## src/rtl/conv_out_collector_if.sv

```systemverilog
// Stream bundle between the convolution PE, the output collector and its consumer.
// The PE result side (i_valid, i_P) and the requantized output side (o_data, o_valid, i_ready).
interface conv_out_collector_if #(
  parameter int OUT_W = 16
);
  logic                    i_valid;
  logic signed [47:0]      i_P;
  logic signed [OUT_W-1:0] o_data;
  logic                    o_valid;
  logic                    i_ready;

  modport master (output i_valid, i_P, i_ready, input o_data, o_valid);
  modport slave  (input i_valid, i_P, i_ready, output o_data, o_valid);
endinterface

```

## src/rtl/conv_out_collector.sv

```systemverilog
// Collects valid window positions from the PE raster stream, requantizes them and
// buffers them in a first-word-fall-through FIFO with frame-done and overflow flags.
module conv_out_collector #(
  parameter int KERNEL_SIZE = 3,
  parameter int FM_SIZE     = 5,
  parameter int SHIFT       = 8,
  parameter int OUT_W       = 16,
  parameter int RELU        = 0,
  parameter int FIFO_DEPTH  = 16
) (
  input  logic                 i_clk,
  input  logic                 i_rst,
  conv_out_collector_if.slave  bus,
  output logic                 o_busy,
  output logic                 o_done,
  output logic                 o_overflow
);
  localparam int CW = (FM_SIZE > 1) ? $clog2(FM_SIZE) : 1;
  localparam int AW = $clog2(FIFO_DEPTH);
  localparam logic [CW-1:0] LAST_C  = CW'(FM_SIZE - KERNEL_SIZE);
  localparam logic [CW-1:0] COL_MAX = CW'(FM_SIZE - 1);
  localparam logic signed [47:0] MAX_V = {{(48-OUT_W+1){1'b0}}, {(OUT_W-1){1'b1}}};
  localparam logic signed [47:0] MIN_V = {{(48-OUT_W+1){1'b1}}, {(OUT_W-1){1'b0}}};
  localparam logic signed [OUT_W-1:0] MAX_O = {1'b0, {(OUT_W-1){1'b1}}};
  localparam logic signed [OUT_W-1:0] MIN_O = {1'b1, {(OUT_W-1){1'b0}}};

  typedef enum logic [1:0] {S_IDLE, S_RUN, S_FLUSH} state_t;

  state_t                  state;
  logic [CW-1:0]           row, col;
  logic                    take, keep, last;
  logic signed [47:0]      shifted;
  logic signed [OUT_W-1:0] sat;
  logic                    rq_valid;
  logic signed [OUT_W-1:0] rq_data;
  logic [OUT_W-1:0]        mem [FIFO_DEPTH];
  logic [AW:0]             wr_ptr, rd_ptr;
  logic                    empty, full, do_read, do_write;

  // row/col stay at 0 while idle, so the first sample of a frame is (0,0).
  assign take = bus.i_valid && (state != S_FLUSH);
  assign keep = take && (col <= LAST_C);
  assign last = take && (row == LAST_C) && (col == LAST_C);
  assign o_busy = (state != S_IDLE);

  always_comb begin
    shifted = bus.i_P >>> SHIFT;
    if (RELU != 0 && shifted < 0) shifted = '0;
    if (shifted > MAX_V)      sat = MAX_O;
    else if (shifted < MIN_V) sat = MIN_O;
    else                      sat = shifted[OUT_W-1:0];
  end

  // NOTE: all sequential state uses non-blocking assignments so every register samples pre-edge values.
  always_ff @(posedge i_clk) begin
    if (i_rst) begin
      state  <= S_IDLE;
      row    <= '0;
      col    <= '0;
      o_done <= 1'b0;
    end else begin
      o_done <= 1'b0;
      unique case (state)
        S_IDLE, S_RUN: begin
          if (take) begin
            if (last) begin
              state <= S_FLUSH;
              row   <= '0;
              col   <= '0;
            end else begin
              state <= S_RUN;
              if (col == COL_MAX) begin
                col <= '0;
                row <= row + 1'b1;
              end else begin
                col <= col + 1'b1;
              end
            end
          end
        end
        S_FLUSH: begin
          if (!rq_valid && empty) begin
            o_done <= 1'b1;
            state  <= S_IDLE;
          end
        end
        default: state <= S_IDLE;
      endcase
    end
  end

  always_ff @(posedge i_clk) begin
    if (i_rst) begin
      rq_valid <= 1'b0;
      rq_data  <= '0;
    end else begin
      rq_valid <= keep;
      rq_data  <= sat;
    end
  end

  assign empty    = (wr_ptr == rd_ptr);
  assign full     = (wr_ptr[AW] != rd_ptr[AW]) && (wr_ptr[AW-1:0] == rd_ptr[AW-1:0]);
  assign do_read  = !empty && bus.i_ready;
  assign do_write = rq_valid && (!full || do_read);

  // NOTE: FIFO storage is not reset; the pointers alone define which entries are live.
  always_ff @(posedge i_clk) begin
    if (do_write) mem[wr_ptr[AW-1:0]] <= rq_data;
  end

  always_ff @(posedge i_clk) begin
    if (i_rst) begin
      wr_ptr     <= '0;
      rd_ptr     <= '0;
      o_overflow <= 1'b0;
    end else begin
      if (do_write) wr_ptr <= wr_ptr + 1'b1;
      if (do_read)  rd_ptr <= rd_ptr + 1'b1;
      if (rq_valid && full && !do_read) o_overflow <= 1'b1;
    end
  end

  assign bus.o_valid = !empty;
  assign bus.o_data  = empty ? '0 : mem[rd_ptr[AW-1:0]];
endmodule

```

## src/flat_wrapper.sv

```systemverilog
// flat-port wrapper written by rule: the top's interface ports become plain ports
module conv_out_collector_flat 
#(
  parameter int KERNEL_SIZE = 3,
  parameter int FM_SIZE     = 5,
  parameter int SHIFT       = 8,
  parameter int OUT_W       = 16,
  parameter int RELU        = 0,
  parameter int FIFO_DEPTH  = 16
)
  (i_clk, i_rst, o_busy, o_done, o_overflow, bus_i_valid, bus_i_P, bus_i_ready, bus_o_data, bus_o_valid);
  conv_out_collector_if #(.OUT_W(OUT_W)) bus_i ();
  input  logic i_clk;
  input  logic i_rst;
  output logic o_busy;
  output logic o_done;
  output logic o_overflow;
  input wire logic [$bits(bus_i.i_valid)-1:0] bus_i_valid;
  input wire logic [$bits(bus_i.i_P)-1:0] bus_i_P;
  input wire logic [$bits(bus_i.i_ready)-1:0] bus_i_ready;
  output wire logic [$bits(bus_i.o_data)-1:0] bus_o_data;
  output wire logic [$bits(bus_i.o_valid)-1:0] bus_o_valid;
  assign bus_i.i_valid = bus_i_valid;
  assign bus_i.i_P = bus_i_P;
  assign bus_i.i_ready = bus_i_ready;
  assign bus_o_data = bus_i.o_data;
  assign bus_o_valid = bus_i.o_valid;
  conv_out_collector #(.KERNEL_SIZE(KERNEL_SIZE), .FM_SIZE(FM_SIZE), .SHIFT(SHIFT), .OUT_W(OUT_W), .RELU(RELU), .FIFO_DEPTH(FIFO_DEPTH)) u_core (.i_clk(i_clk), .i_rst(i_rst), .bus(bus_i), .o_busy(o_busy), .o_done(o_done), .o_overflow(o_overflow));
endmodule
```

## config.mk

```make
export PLATFORM = sky130hd
export DESIGN_NAME = conv_out_collector_flat
export DESIGN_NICKNAME = d
export VERILOG_FILES = /design/src/rtl/conv_out_collector_if.sv /design/src/rtl/conv_out_collector.sv /design/src/flat_wrapper.sv
export SDC_FILE = /design/constraint.sdc
export NUM_CORES = 1
export LEC_CHECK = 0
export CAP_MARGIN = 20
export CORE_MARGIN = 2
export CORE_UTILIZATION = 50
export CTS_BUF_LIST = sky130_fd_sc_hd__clkbuf_4
export CTS_CLUSTER_SIZE = 14
export DETAILED_ROUTE_END_ITERATION = 12
export GPL_TIMING_DRIVEN = 0
export PLACE_DENSITY = 0.79
export SYNTH_ARGS = -nofsm -noshare
export SYNTH_HDL_FRONTEND = slang
export SYNTH_SLANG_ARGS = --single-unit
```

## constraint.sdc

```tcl
create_clock -name i_clk -period 3 [get_ports i_clk]
set_input_delay 0.6 -clock i_clk [delete_from_list [all_inputs] [get_ports i_clk]]
set_output_delay 0.6 -clock i_clk [all_outputs]
set_load 0.02 [all_outputs]
```

==> impl_metrics.tcl <==
set metrics [dict create \
    status "finished clean" \
    h-tree-depth 3 \
    final_common_cell "edfxtp_1" \
    hpwlAfterDp_um 15800 \
    place_congestion 0.890 \
    ys.flop_type "edfxtp_1" \
    yosysWarnings 0 \
    synth.area.top_cells "edfxtp_1 (65%), mux4_2 (12%), dfxtp_1 (7.0%), o22ai_1 (1.7%), ha_1 (1.1%)" \
    slew_headroom_pct 28.3 \
    fin_crit_ns 2.99 \
    crit_arrival_ns 2.39 \
    yosysTopAreaCell "edfxtp_1" \
    portBuffers 63 \
    async_flop_share_pct 0 \
    first_global_vias 6958 \
    cts_sinks 297 \
    synth_edf_count 256 \
    crit_required_ns 2.40 \
    syn-cell-area_mm2 0.0118 \
    overflow 0 \
    dr.pass1.iters 5 \
    setup_viol 0 \
    synth-compound-area-share_pct 4.78 \
    synthSimpleGateAreaFrac_pct 5.93 \
    viasPerCell 5.89 \
    cap_violations 0 \
    routedWlPerCell_um 23.1 \
    grt_max_degree 17 \
    synth_fa_ha_area_share_pct 1.06 \
    cts-root-buf "clkbuf_4" \
    grt_usage_pct 21.5 \
    layout_common_cells "edfxtp_1 (256), clkbuf_4 (114), mux4_2 (64), clkdlybuf4s50_1 (46), dfxtp_1 (32)" \
    start_util_pct 50.6 \
    period_share_pct 99.6 \
    cts_tree "built" \
    cp_top_family "simple AND/OR/NAND/NOR gates" \
    fmaxAchievable_ghz 0.335 \
    post-route-util_pct 62.1 \
    worst_pin_slew_ns 1.08 \
    io_pins 72 \
    hold_violations 0 \
    hold_class "register to register" \
    antenna_left 0 \
    cts_made_buffers 73 \
    crit_path_max_incr_delay_ns 0.36 \
    maxSlewViolCount 0 \
    synthMuxAreaShare_pct 13.1 \
    syn_to_final_growth_pct 22.7 \
    ys_seq_area_share_pct 72.3 \
    fin_worst_skew_ns 0.0609 \
    syn_inst 639 \
    timing.hold.ws_ns 0.491 \
    coreArea_mm2 0.0233 \
    clkTransAtPathRegs_ns 0.06 \
    cts_hold_buf 0 \
    cts_buffer_depth 3 \
    critPathMaxFanout 8 \
    crit_path_end_kind "primary output" \
    critPathBufInv 3 \
    antenna_found_initial 1 \
    grt_first_pass_wirelength_um 39200 \
    start_kind "register" \
    netlist.area_leader.share_pct 65.3 \
    post_synth.cell_area_avg_um2 18.4 \
    std_cell_rows 56 \
    fp.dieArea_mm2 0.0248 \
    drive_gt1_share_pct 36.9 \
    cp_cell_sequence "xnor2_2 > and4_4 > and2_4 > buf_12 > bufbuf_16 > nor3_4 > buf_6" \
    dieWidth_um 157 \
    yosys_register_bits 297 \
    path_class "register to primary output" \
    synth_xor_area_share_pct 0.798 \
    p_per_area_mw_per_mm2 640 \
    vias 6859 \
    finalWirelength_um 26900 \
    nets 847 \
    peakVddDrop_v 0.000457 \
    slowest_stage "dfxtp_4" \
    rsz0062_at_grt "true" \
    die_h_um 157 \
    synth.net_count 701 \
    clock_latency_ns 0.69 \
    drt_iter0_drc 701 \
    synth_top_family_by_area "multiplexers" \
    drc 0 \
    netlist-cell-type-count 49 \
    p_leak_nw 4.74 \
    tns_ns 0 \
]
[path summary, 6_finish.rpt]
path                    start  slack (ns)  depth (start not counted)                to
max reg2reg  u_core.wr_ptr[4]        0.29                          5  u_core.mem[5][0]
min reg2reg   u_core.state[1]        0.49                          1   u_core.state[0]
max          u_core.wr_ptr[2]        0.01                          7    bus_o_data[11]
min           u_core.state[1]        0.49                          1   u_core.state[0]
[state kept, by name (all words and copies together), names as in the netlist, named ones only]
signal,cells
u_core.state,2
u_core.col,3
u_core.rq_data,16
u_core.mem,256
u_core.row,3
u_core.wr_ptr,5
u_core.o_done,1
u_core.rd_ptr,5
u_core.rq_valid,1
u_core.o_overflow,1
[per-stage QoR]
stage	cells	area (um2)	setup slack [ns]	power, mW
after global placement	1021	12800	-0.593	5.52
after CTS	1157	14200	-0.0370	9.14
final	1165	14400	0.0107	9.24
after detailed placement	1022	12800	-0.329	5.56
after global routing	1165	14400	-0.0627	9.55
after floorplan	639	11800	0.727	5.21
[Yosys cell counts, types with 5 or more instances]
cell type  number
a21oi_1        20
and3_1         15
buf_1           6
buf_2          11
clkbuf_1       14
dfxtp_1        41
edfxtp_1      256
ha_1           10
inv_1          11
mux2_2          7
mux4_2         64
nand2_1         7
nand3_1        17
nand4_1        10
nor2_1         21
nor2b_1         6
nor3_1          8
nor3_2         10
nor4_1          7
o22ai_1        32
o31ai_1        16
xnor2_1         5
[kinds of logic (layout without fill, tap and decap cells)]
| logic type | count (synthesis) | count (layout) |
|---|---|---|
| xor+xnor | 9 | 9 |
| simple gates | 117 | 117 |
| mux | 73 | 73 |
| flops | 297 | 297 |
| compound gates | 85 | 85 |
| other cells | 0 | 1 |
| fa+ha+maj | 10 | 10 |
| buf+inv | 48 | 254 |
[layer usage]
layer	vias up	global-route usage (%)	part of all wire, %
met2	325	36.1	52
met5	-	0	0
met1	3508	27.8	39
li1	2978	-	-
met4	0	7.53	2.0
met3	48	4.93	7.0
[final cells by class]
class / count / area, um2
Clock buffer: 110 / 826
Sequential cell: 297 / 8530
Buffer: 32 / 327
Inverter: 11 / 41.3
Clock inverter: 25 / 149
Timing Repair Buffer: 76 / 782
Fill cell: 1597 / 8830
Antenna cell: 1 / 2.50
Multi-Input combinational cell: 294 / 3380
Tap cell: 319 / 399
[power breakdown]
part           total, mW  internal [mW]  leakage, nW  switching [mW]
clock               3.48           1.86        0.588            1.62
combinational       1.16          0.583         1.47           0.573
sequential          4.60           4.53         2.68          0.0767
total               9.24           6.97         4.74            2.27
[timing repair]
| action | CTS | global route |
|---|---|---|
| gates cloned | 1 | 4 |
| pin swaps | 4 | 3 |
| gates resized for setup | 170 | 31 |
| setup endpoints to repair | 17 | 15 |
| buffers inserted | 3 | 4 |
No activity file was read; power rests on OpenSTA's default activity.
